[src/rtl/color_tally.sv]
// Colour-sorter object tally: debounces strobed colour samples into objects and counts them per colour.
// Optional COLOR_TALLY_TOTAL_EN adds a non-saturating cnt_total of every confirmed object.
module color_tally #(
  parameter int unsigned STABLE_N = 4,
  parameter int unsigned GAP_N    = 2,
  parameter int unsigned CNT_W    = 8
) (
  input  logic             clk,
  input  logic             rst,
  input  logic             sample_valid,
  input  logic [1:0]       color_code,
  input  logic             clear,
  output logic             obj_valid,
  output logic [1:0]       obj_color,
  output logic [CNT_W-1:0] cnt_red,
  output logic [CNT_W-1:0] cnt_green,
  output logic [CNT_W-1:0] cnt_blue,
  output logic             overflow,
`ifdef COLOR_TALLY_TOTAL_EN
  output logic [CNT_W+1:0] cnt_total,
`endif
  output logic             busy
);

  localparam logic [3:0] STABLE_V = 4'(STABLE_N);
  localparam logic [3:0] GAP_V    = 4'(GAP_N);
  localparam logic [1:0] C_NONE   = 2'b00;
  localparam logic [1:0] C_RED    = 2'b01;
  localparam logic [1:0] C_GREEN  = 2'b10;
  localparam logic [1:0] C_BLUE   = 2'b11;

  typedef enum logic [1:0] {IDLE, CONFIRM, LOCKED} state_t;

  state_t     state;
  logic [1:0] cand;
  logic [3:0] match_cnt;
  logic [3:0] gap_cnt;
  logic       confirm_c;

  // This strobed sample completes STABLE_N identical non-zero samples.
  always_comb begin
    confirm_c = 1'b0;
    if (sample_valid && color_code != C_NONE) begin
      if (state == IDLE && STABLE_V == 4'd1)
        confirm_c = 1'b1;
      else if (state == CONFIRM && color_code == cand && (match_cnt + 4'd1) == STABLE_V)
        confirm_c = 1'b1;
    end
  end

  // Object detection FSM with registered pulse, colour and busy flag.
  always_ff @(posedge clk or negedge rst) begin
    if (!rst) begin
      state     <= IDLE;
      cand      <= C_NONE;
      match_cnt <= 4'd0;
      gap_cnt   <= 4'd0;
      obj_valid <= 1'b0;
      obj_color <= C_NONE;
      busy      <= 1'b0;
    end else begin
      obj_valid <= confirm_c;
      if (confirm_c)
        obj_color <= color_code;
      if (sample_valid) begin
        case (state)
          IDLE: begin
            if (color_code != C_NONE) begin
              cand <= color_code;
              busy <= 1'b1;
              if (confirm_c) begin
                state     <= LOCKED;
                match_cnt <= STABLE_V;
                gap_cnt   <= 4'd0;
              end else begin
                state     <= CONFIRM;
                match_cnt <= 4'd1;
              end
            end
          end
          CONFIRM: begin
            if (color_code == C_NONE) begin
              state     <= IDLE;
              busy      <= 1'b0;
              match_cnt <= 4'd0;
            end else if (color_code == cand) begin
              match_cnt <= match_cnt + 4'd1;
              if (confirm_c) begin
                state   <= LOCKED;
                gap_cnt <= 4'd0;
              end
            end else begin
              cand      <= color_code;
              match_cnt <= 4'd1;
            end
          end
          LOCKED: begin
            if (color_code == C_NONE) begin
              if ((gap_cnt + 4'd1) == GAP_V) begin
                state     <= IDLE;
                busy      <= 1'b0;
                gap_cnt   <= 4'd0;
                match_cnt <= 4'd0;
                cand      <= C_NONE;
              end else begin
                gap_cnt <= gap_cnt + 4'd1;
              end
            end else begin
              // Same object still in view: hold the lock without recounting.
              gap_cnt <= 4'd0;
            end
          end
          default: begin
            state <= IDLE;
            busy  <= 1'b0;
          end
        endcase
      end
    end
  end

  // Saturating per-colour counters; clear takes priority over an increment.
  always_ff @(posedge clk or negedge rst) begin
    if (!rst) begin
      cnt_red   <= '0;
      cnt_green <= '0;
      cnt_blue  <= '0;
      overflow  <= 1'b0;
    end else if (clear) begin
      cnt_red   <= '0;
      cnt_green <= '0;
      cnt_blue  <= '0;
      overflow  <= 1'b0;
    end else if (confirm_c) begin
      case (color_code)
        C_RED: begin
          if (cnt_red == '1) overflow <= 1'b1;
          else               cnt_red <= cnt_red + CNT_W'(1);
        end
        C_GREEN: begin
          if (cnt_green == '1) overflow <= 1'b1;
          else                 cnt_green <= cnt_green + CNT_W'(1);
        end
        C_BLUE: begin
          if (cnt_blue == '1) overflow <= 1'b1;
          else                cnt_blue <= cnt_blue + CNT_W'(1);
        end
        default: ;
      endcase
    end
  end

`ifdef COLOR_TALLY_TOTAL_EN
  // Two extra bits cover three fully saturated colour counters.
  always_ff @(posedge clk or negedge rst) begin
    if (!rst)
      cnt_total <= '0;
    else if (clear)
      cnt_total <= '0;
    else if (confirm_c)
      cnt_total <= cnt_total + (CNT_W+2)'(1);
  end
`endif

endmodule
[config.mk]
export PLATFORM = sky130hd
export DESIGN_NAME = color_tally
export DESIGN_NICKNAME = d
export VERILOG_FILES = /design/src/rtl/color_tally.sv
export SDC_FILE = /design/constraint.sdc
export NUM_CORES = 1
export LEC_CHECK = 0
export CORE_ASPECT_RATIO = 1.4
export CORE_MARGIN = 3
export CORE_UTILIZATION = 45
export DETAILED_ROUTE_END_ITERATION = 8
export PLACE_DENSITY = 0.77
export SETUP_SLACK_MARGIN = 0.02
export SYNTH_ARGS = -nofsm -noshare
export SYNTH_HDL_FRONTEND = slang
export SYNTH_SLANG_ARGS = --single-unit
[constraint.sdc]
create_clock -name clk -period 2.5 [get_ports clk]
set_input_delay 0.75 -clock clk [delete_from_list [all_inputs] [get_ports clk]]
set_output_delay 0.75 -clock clk [all_outputs]
set_load 0.1 [all_outputs]
==> impl_metrics.py <==
metrics = {
    "outcome": {
        "status": "completed",
    },
    "drt": {
        "drt_iter0_drc": 56,
        "totalWireLength_mm": 5.96,
        "vias": 2184,
        "ant_nets": 0,
        "drc": 0,
        "wire_per_inst_microns": 15.5,
        "via_per_inst": 5.67,
        "drt_first_pass_iters": 4,
    },
    "critical_path": {
        "path_max_fanout": 6,
        "worstPathArrival_ps": 2550,
        "worstSetupEndpointType": "flop",
        "path_class": "in2reg",
        "worstPathRequired_ps": 2690,
        "startpoint_type": "primary input",
    },
    "synthesis": {
        "yosysUniqueCellTypes": 48,
        "yosysTopAreaCellShare_pct": 41.9,
        "synthAdderAreaFrac_pct": 7.66,
        "yosysTopAreaCell": "dfrtp_1",
        "ys_top_cells_by_area": "dfrtp_1 (42%), xnor2_1 (8.2%), ha_1 (7.7%)",
        "yosysWarnings": 0,
        "postSynthAreaPerCell_sq_um": 9.57,
        "synth-main-ff-cell": "dfrtp_1",
        "synth_top_family_by_area": "simple AND/OR/NAND/NOR gates",
        "yosysSeqAreaShare_pct": 41.9,
        "synthesis.area_sq_mm": 0.00245,
        "ys_ff_latch": 41,
        "synthCells": 256,
        "synthSimpleGateAreaFrac_pct": 22.3,
        "synthXorXnorAreaFrac_pct": 8.58,
        "postSynth.asyncResetShare_pct": 100,
        "synth_nets": 277,
        "synth_edf_count": 0,
        "synth_compound_area_share_pct": 11.3,
        "muxShareOfSynthArea_pct": 4.44,
    },
    "placement": {
        "placed_cell_area_sq_mm": 0.00296,
        "gp_congestion": 0.857,
        "hpwl_mm": 4.39,
        "port_buffers": 34,
    },
    "clocking": {
        "clk_path_buf_depth": 2,
        "root_buffer": "clkbuf_8",
        "path_clk_slew_ps": 80,
        "cts_num_sinks": 41,
        "htree_num_levels": 2,
        "cts_tree": "done",
        "cts_buffers": 5,
        "clk_latency_ps": 300,
    },
    "sta": {
        "drv_slew": 0,
        "slew_headroom_pct": 49.9,
        "worstMarginPinSlew_ps": 752,
        "hold_viol_final": 0,
        "clock.fmax_ghz": 0.423,
        "finalClockSkew_ps": 3.61,
        "setup_viol": 0,
        "grt_setup_unrepaired": "false",
        "period_minus_slack_ps": 2360,
        "fin_crit_sh_pct": 94.5,
        "fin_setup_tns_ps": 0,
    },
    "run": {
        "maxCapViolCount": 0,
    },
    "hold_path": {
        "hold_path_class": "reg2reg",
    },
    "layout": {
        "stdcell_area_sq_mm": 0.00308,
        "utilization_pct": 58.8,
        "area_growth_pct": 25.6,
        "drive_above_1_share_pct": 25.1,
        "antenna_cells": 0,
        "fin_nets": 339,
    },
    "floorplanning": {
        "dieArea_sq_mm": 0.00638,
        "rows": 31,
        "die_x_microns": 68.4,
        "die_h_microns": 93.3,
        "start_util_pct": 46.8,
        "io_pins": 35,
        "coreArea_sq_mm": 0.00524,
    },
    "global_route": {
        "grt_max_degree": 34,
        "antenna_found_initial": 0,
        "grt_pass1_vias": 2179,
        "grt_overflow": 0,
        "grt_pass1_wl_mm": 9.83,
        "grt_usage_pct": 20.3,
    },
    "pwr": {
        "p_per_area_mw_per_mm2": 523,
        "vdd_drop_max_uv": 352,
        "leakage_nw": 1.36,
    },
}
power by group:
| group | switching, mW | internal, mW | total (mW) |
|---|---|---|---|
| clock network | 0.230 | 0.199 | 0.428 |
| logic | 0.250 | 0.186 | 0.436 |
| registers | 0.0421 | 0.704 | 0.746 |
| total | 0.521 | 1.09 | 1.61 |
registers in the layout, summed over array words and instances, names as in the netlist:
signal     flops
cnt_green      8
cand           2
overflow       1
match_cnt      4
cnt_red        8
state          2
cnt_blue       8
gap_cnt        4
obj_valid      1
obj_color      2
busy           1
worst max-delay path, stage by stage:
cell and delay, ps:
dlygate4sd2_1 220, inv_1 60, ha_2 190, and4b_1 240
nand4_1 110, buf_4 190, or2_1 260, mux2_2 260
mux2_2 260
kinds of logic after synthesis:
| logic type | after synthesis |
|---|---|
| adder cells (fa/ha/maj) | 15 |
| AO/OA/AOI/OAI | 38 |
| AND/OR/NAND/NOR | 106 |
| XOR/XNOR | 24 |
| buffers and inverters | 22 |
| flip-flops | 41 |
| multiplexers | 10 |
metrics by stage:
| stage | hold WS, ps | total power [mW] | setup slack [ps] | cells |
|---|---|---|---|---|
| 6_report | 486 | 1.61 | 137 | 385 |
| 3_3_place_gp | 464 | 1.18 | -392 | 374 |
| 3_5_place_dp | 474 | 1.19 | -499 | 374 |
| 5_1_grt | 530 | 1.69 | 69.4 | 385 |
| 4_1_cts | 491 | 1.61 | 125 | 383 |
| 2_1_floorplan | 454 | 1.03 | 25.5 | 256 |
area by class of cell:
type / instances / area [sq um]
clock buffers: 8 / 80.1
fillers: 485 / 2160
inverters: 12 / 45.0
multi-input cells: 193 / 1350
flip-flops and latches: 41 / 1030
well taps: 66 / 82.6
repair buffers: 65 / 494
cell usage after synthesis, drive strengths merged (5+ instances only):
master   n
nor2    27
ha      15
buf      5
nor2b    6
nor3     8
o21ai    7
dfrtp   41
mux2     7
inv     12
clkbuf   5
a21oi    6
nand2   16
xnor2   23
nor4    13
o31ai    6
nand3   15
worst paths after layout:
check	to	startpoint	slack (ps)	cells past startpoint
max	match_cnt[0]	color_code[0]	140	9
min	obj_color[0]	obj_color[0]	490	2
max reg2reg	match_cnt[0]	gap_cnt[0]	370	6
min reg2reg	obj_color[0]	obj_color[0]	490	2
max in group asynchronous	cand[1]	rst	1370	2
min in group asynchronous	gap_cnt[3]	rst	520	1
cells in the final DEF (no fill, tap or decap), types with 6 or more instances in the layout:
cell type,synthesis,routed
nor4_1,13,11
ha_1,15,14
nor2_1,27,27
nand2_1,16,16
inv_1,11,11
buf_4,0,58
nand3_1,15,15
dfrtp_1,41,40
a21oi_1,6,6
xnor2_1,23,23
nor3_1,8,8
mux2_2,6,6
nor2b_1,6,6
metal layers:
layer	global-route usage, %	up-vias	share of wire (%)
met2	36.3	49	54
li1	-	1043	-
met4	6.80	0	1.9
met1	23.2	1082	40
met5	0	-	0
met3	4.33	10	4.0
timing repair:
action | CTS | global route
pin swaps | 1 | 0
setup buffers | 1 | 1
endpoints found under the setup margin | 29 | 5
hold buffers | 0 | 0
endpoints found under the hold margin | 0 | 0
resized for setup | 6 | 1
gates cloned | 0 | 1
No activity file was read; power rests on OpenSTA's default activity.
